**src/rtl/mem_arbiter.sv**
```systemverilog
// Two-port memory arbiter: a core (r0) and a secondary requester (r1) share one
// single-ported memory. Grants are combinational and alternate under contention,
// the chosen access is registered onto the memory bus, and read returns are
// steered back to the right port by a small tag pipeline matched to RD_LAT.
module mem_arbiter #(
  parameter int ADDR_W = 15,
  parameter int DATA_W = 16,
  parameter int RD_LAT = 1
) (
  input  logic              clock,
  input  logic              reset,

  input  logic              r0_req,
  input  logic [ADDR_W-1:0] r0_addr,
  input  logic [DATA_W-1:0] r0_wdata,
  input  logic              r0_we,
  output logic              r0_gnt,
  output logic              r0_rvalid,
  output logic [DATA_W-1:0] r0_rdata,

  input  logic              r1_req,
  input  logic [ADDR_W-1:0] r1_addr,
  input  logic [DATA_W-1:0] r1_wdata,
  input  logic              r1_we,
  output logic              r1_gnt,
  output logic              r1_rvalid,
  output logic [DATA_W-1:0] r1_rdata,

  output logic [ADDR_W-1:0] mem_addr,
  output logic [DATA_W-1:0] mem_wdata,
  output logic              mem_we,
  input  logic [DATA_W-1:0] mem_rdata
);

  // One tag slot per cycle between the grant edge and the cycle the data
  // arrives; the last slot lines up with mem_rdata.
  localparam int DEPTH = RD_LAT + 1;

  // 1 when r1 won the most recent grant, so r0 wins the next tie.
  logic last_r1;

  logic              any_gnt;
  logic [ADDR_W-1:0] sel_addr;
  logic [DATA_W-1:0] sel_wdata;
  logic              sel_we;

  logic [DEPTH-1:0] tag_valid;
  logic [DEPTH-1:0] tag_id;

  // Grant decision: a lone requester always wins, a tie goes to whoever
  // did not win last time, and nothing is granted while reset is high.
  always_comb begin
    r0_gnt = 1'b0;
    r1_gnt = 1'b0;
    if (!reset) begin
      if (r0_req && r1_req) begin
        r0_gnt = last_r1;
        r1_gnt = !last_r1;
      end else begin
        r0_gnt = r0_req;
        r1_gnt = r1_req;
      end
    end
  end

  // Select the winning requester's access fields for the memory bus.
  always_comb begin
    any_gnt   = r0_gnt | r1_gnt;
    sel_addr  = r0_addr;
    sel_wdata = r0_wdata;
    sel_we    = r0_we;
    if (r1_gnt) begin
      sel_addr  = r1_addr;
      sel_wdata = r1_wdata;
      sel_we    = r1_we;
    end
  end

  // Fairness pointer: only moves when someone is actually granted.
  always_ff @(posedge clock) begin
    if (reset) begin
      last_r1 <= 1'b1;
    end else if (r0_gnt) begin
      last_r1 <= 1'b0;
    end else if (r1_gnt) begin
      last_r1 <= 1'b1;
    end
  end

  // Memory bus register: load on a grant, otherwise drop the write enable
  // and leave address/data parked where they were.
  always_ff @(posedge clock) begin
    if (reset) begin
      mem_addr  <= '0;
      mem_wdata <= '0;
      mem_we    <= 1'b0;
    end else if (any_gnt) begin
      mem_addr  <= sel_addr;
      mem_wdata <= sel_wdata;
      mem_we    <= sel_we;
    end else begin
      mem_we    <= 1'b0;
    end
  end

  // Read-return tag pipeline: each granted read enters with its port id and
  // shifts one slot per cycle; writes and idle cycles enter as empty slots.
  always_ff @(posedge clock) begin
    if (reset) begin
      tag_valid <= '0;
      tag_id    <= '0;
    end else begin
      tag_valid <= {tag_valid[DEPTH-2:0], any_gnt & ~sel_we};
      tag_id    <= {tag_id[DEPTH-2:0], r1_gnt};
    end
  end

  // Data is broadcast to both ports; only the strobe is steered by the tag.
  always_comb begin
    r0_rvalid = tag_valid[RD_LAT] & ~tag_id[RD_LAT];
    r1_rvalid = tag_valid[RD_LAT] &  tag_id[RD_LAT];
    r0_rdata  = mem_rdata;
    r1_rdata  = mem_rdata;
  end

endmodule

```
**config.mk**
```make
export PLATFORM = sky130hd
export DESIGN_NAME = mem_arbiter
export DESIGN_NICKNAME = d
export VERILOG_FILES = /design/src/rtl/mem_arbiter.sv
export SDC_FILE = /design/constraint.sdc
export NUM_CORES = 1
export LEC_CHECK = 0
export CAP_MARGIN = 20
export CORE_MARGIN = 8
export CORE_UTILIZATION = 28
export CTS_CLUSTER_DIAMETER = 40
export DETAILED_ROUTE_END_ITERATION = 8
export PLACE_DENSITY = 0.89
export SETUP_SLACK_MARGIN = 0.02
export SLEW_MARGIN = 20
export SYNTH_ARGS = -nofsm -noshare
export SYNTH_HDL_FRONTEND = slang
export SYNTH_SLANG_ARGS = --single-unit
```
**constraint.sdc**
```tcl
create_clock -name clock -period 1.15 [get_ports clock]
set_input_delay 0.1725 -clock clock [delete_from_list [all_inputs] [get_ports clock]]
set_output_delay 0.1725 -clock clock [all_outputs]
set_load 0.05 [all_outputs]
```
# Word-level counts from Yosys, hierarchy flattened
# Cells that the tools add are included.
# op_classes
n_mux	9
bitwise_logic	7
reduce_logical	4
# op_table
op	n
$mux 16	1
$mux 15	1
$mux 1	7
$and 1x1->1	3
$not 1->1	3
$reduce_bool 2->1	1
$reduce_or 2->1	1
$logic_and 1x1->1	1
$logic_not 1->1	1
$or 1x1->1	1
# word_totals
ff_bits	37
input_bits	84

# Longest topological paths before layout
# depth
depth_word	6
depth_mapped	5
depth_no_buf	3

# Worst setup path before layout
# Ideal clock, no wire load.
# synth_timing
path_type	flip-flop to flip-flop
startpoint	register last_r1
endpoint	register mem_wdata[1]
arrival_ns	1.197
required_ns	1.027
path_slack_ns	-0.170
path_stages_with_launch	5
n_path_buf	1
cell_sequence	dfxtp_1 -> a21bo_2 -> nor2_2 -> buf_2 -> a221o_2
# synth_via
elab_chain_cells	4
elab_cells_between_ends	7
cone_classes	mux: 5; bitwise: 1; reduce/logical: 1
# synth_lines
item	line_no	text
start, declared	40	logic last_r1;
start signal, assigned	82	last_r1 <= 1'b1;
start signal, assigned	84	last_r1 <= 1'b0;
start signal, assigned	86	last_r1 <= 1'b1;
$logic_not 1->1 (*)	58	r1_gnt = !last_r1;
$mux 1 (*)	56	if (r0_req && r1_req) begin
$mux 1 (*)	55	if (!reset) begin
net r1_gnt	25	output logic r1_gnt,
$mux 16 or $or 1x1->1 (tied branches)	72, 68	
end signal, assigned	99	mem_wdata <= sel_wdata;
end, declared	30	output logic [DATA_W-1:0] mem_wdata,
# Mark *: on every way through the listed nets, which the timed path passes. The rest lies on a longest branch.
# A chain may end at the register's enable or synchronous reset.

# Worst setup path in the final report
# layout_timing
startpoint	register last_r1
endpoint	output r1_gnt
# layout_via
elab_chain_cells	3
# layout_lines
item	line_no
$logic_not 1->1	58
$mux 1	56
$mux 1	55
end, declared	25
# Every way passes these cells.

==> reports/results.ini <==
[grt]
grt_use_total_pct = 12.2
grt_start_max_net_pins = 17
grt_pass1_vias = 1586
grt_pass1_wl_mm = 8.40
antenna_found_initial = 0
grt_overflow = 0

[yosys]
ys_seq_area_share_pct = 44.3
avgSynthCellArea_um2 = 10.4
yosys_warnings = 0
synth_cells = 160
yosysTopAreaCellShare_pct = 44.3
synth_seq_cells = 37
synth.largest_area_cell = dfxtp_1
netlist_area_um2 = 1670
postSynthNetCount = 244
synth.area.top_cells = dfxtp_1 (44%), a221o_1 (17%), buf_4 (14%), and2_1 (10%), a221o_2 (2.0%)
synth.distinct_cells = 25

[finish]
seq_area_um2 = 744
finish.utilization_pct = 53.3
fin_area_um2 = 3120
stdcell_count = 317
diodes = 0
mostFrequentLayoutCells = clkdlybuf4s50_1 (64), buf_12 (39), dfxtp_1 (34)
fillCellCount = 481
drive_gt1_share_pct = 30.6
fin_nets = 326
multi_input_area_um2 = 662
synthToLayoutAreaGrowth_pct = 86.6
layout_commonest_cell = clkdlybuf4s50_1

[timing]
fmax_mhz = 736
worstMarginPinSlew_ps = 257
skew_ps = 2.57
whs_ps = 175
setup_slack_ps = -209
finalHoldViolations = 0
setup_violations = 33
rsz0062_at_grt = yes
relSlewSlack_pct = 82.8
slew_violations = 0
period_minus_slack_ps = 1360
timing.final.crit_share_pct = 118

[job]
maxCapViolCount = 0

[worst_setup_path]
path_cells = a21bo_4, nor2_4, buf_12, buf_12
crit_type = register to primary output
cp.arrival_ps = 1190
critPathMostFrequentCell = buf_12
critical-path-max-stage-delay_ps = 340
cp.required_ps = 980
endpoint_kind = primary output
crit_slowest_cell = dfxtp_2
cp-start-kind = register
crit_fanout = 3

[placement]
port-buffer-count = 103
dpl.hpwl_mm = 4.22
gp_congestion = 0.759
place_ws_ps = -584
placed_cells = 307
placed_area_um2 = 3000

[route]
vias = 1466
routed_wl_mm = 5.32
final_antenna_net_count = 0
via_per_inst = 4.62
drc = 0
wire_per_inst_um = 16.8
firstDrtPassIters = 4
drtIter0Drc = 33

[clock_network]
clk_latency_ps = 280
cts_max_level = 2
path_clk_slew_ps = 70
cts_sinks = 37
clockBufferDepth = 2
cts-root-buf = clkbuf_8
cts-buffers-inserted = 5
cts_tree = done

[floorplanning]
die_h_um = 93.2
die_area_um2 = 8690
die-width_um = 93.2
io_pins = 152
core-area_um2 = 5850
initial_core_util_pct = 28.6
num_rows = 28

[status]
outcome = complete, but fails checks
violations = negative setup slack

[min_path]
hold_class = input pin to register

[power]
powerDensity_nw_per_um2 = 1150
p_leak_nw = 1.26
ir_drop_uv = 541

[sequential cells by signal, indices dropped and copies added, names as in the netlist]
| name | flops |
|---|---|
| mem_we | 1 |
| tag_valid | 2 |
| mem_addr | 15 |
| tag_id | 2 |
| last_r1 | 1 |
| mem_wdata | 16 |
[report_power, final]
group          internal (mW)  switching [mW]  leakage (nW)  total [mW]
logic                  0.688           0.529         0.913        1.22
clock network          0.475           0.423        0.0443       0.899
registers               1.38          0.0964         0.307        1.48
[logic make-up after synthesis]
logic type      count (synthesis)  synth area share [%]
simple gates                   45                  17.1
buf+inv                        43                  18.0
flops                          37                  44.3
compound gates                 35                  20.6
[metal layers]
layer / track usage (%) / vias to the layer above / wire length (µm)
met3: 7.05 / 8 / 622
met1: 13.1 / 680 / 2020
met2: 20.0 / 73 / 2630
li1: - / 705 / -
met5: 0 / - / 0
met4: 2.95 / 0 / 48
[critical path, delay by kind of cell (launching register included)]
family,cells,cell delay [ps]
buffers and inverters,2,230
AOI/OAI and AO/OA,1,230
DFF,1,340
and+or+nand+nor,1,110
[layout make-up]
class / instances / area share, %
repair buffers: 117 / 49.0
flip-flops and latches: 37 / 23.9
multi-input cells: 80 / 21.2
well taps: 75 / 3.01
clock buffers: 7 / 2.77
inverters: 1 / 0.120
[cell usage after synthesis]
| cell | instances |
|---|---|
| clkbuf_2 | 3 |
| nor3_1 | 1 |
| nand2_1 | 1 |
| a21oi_1 | 1 |
| inv_1 | 1 |
| nor2b_2 | 1 |
| buf_6 | 1 |
| nand3_1 | 1 |
| nor3_2 | 1 |
| and2_2 | 4 |
| o32a_1 | 1 |
| nand2b_1 | 1 |
| nor2_1 | 2 |
| a21bo_2 | 1 |
| nand3b_1 | 1 |
| nor2_2 | 1 |
| o21ai_0 | 1 |
| and2b_1 | 1 |
| buf_4 | 32 |
| and2_1 | 28 |
| a221o_2 | 3 |
| buf_2 | 6 |
| a221o_1 | 28 |
| nor2b_1 | 2 |
| dfxtp_1 | 37 |
[repair_timing]
item                                    4_1_cts  5_1_grt
hold buffers                                  0        0
setup buffers                                 2        1
gates resized for setup                       4        6
endpoints found under the setup margin       34       35
[metrics by stage]
| stage | setup TNS, ps | power [mW] |
|---|---|---|
| global placement | -17330 | 2.70 |
| detailed placement | -18300 | 2.73 |
| finish | -3750 | 3.60 |
| floorplan | -108 | 2.27 |
| CTS | -4240 | 3.65 |
| global route | -5030 | 3.77 |
[final timing paths]
path	start	endpoint	slack, ps	cells past startpoint
setup / recovery	last_r1$_SDFFE_PP1P_	r1_gnt	-210	4
hold / removal	reset	tag_id[1]$_SDFF_PP0_	180	2
setup reg to reg	last_r1$_SDFFE_PP1P_	mem_wdata[1]$_SDFFE_PP0P_	-200	5
hold reg to reg	tag_valid[0]$_SDFF_PP0_	tag_valid[1]$_SDFF_PP0_	440	1
(Power assumes the default switching activity.)
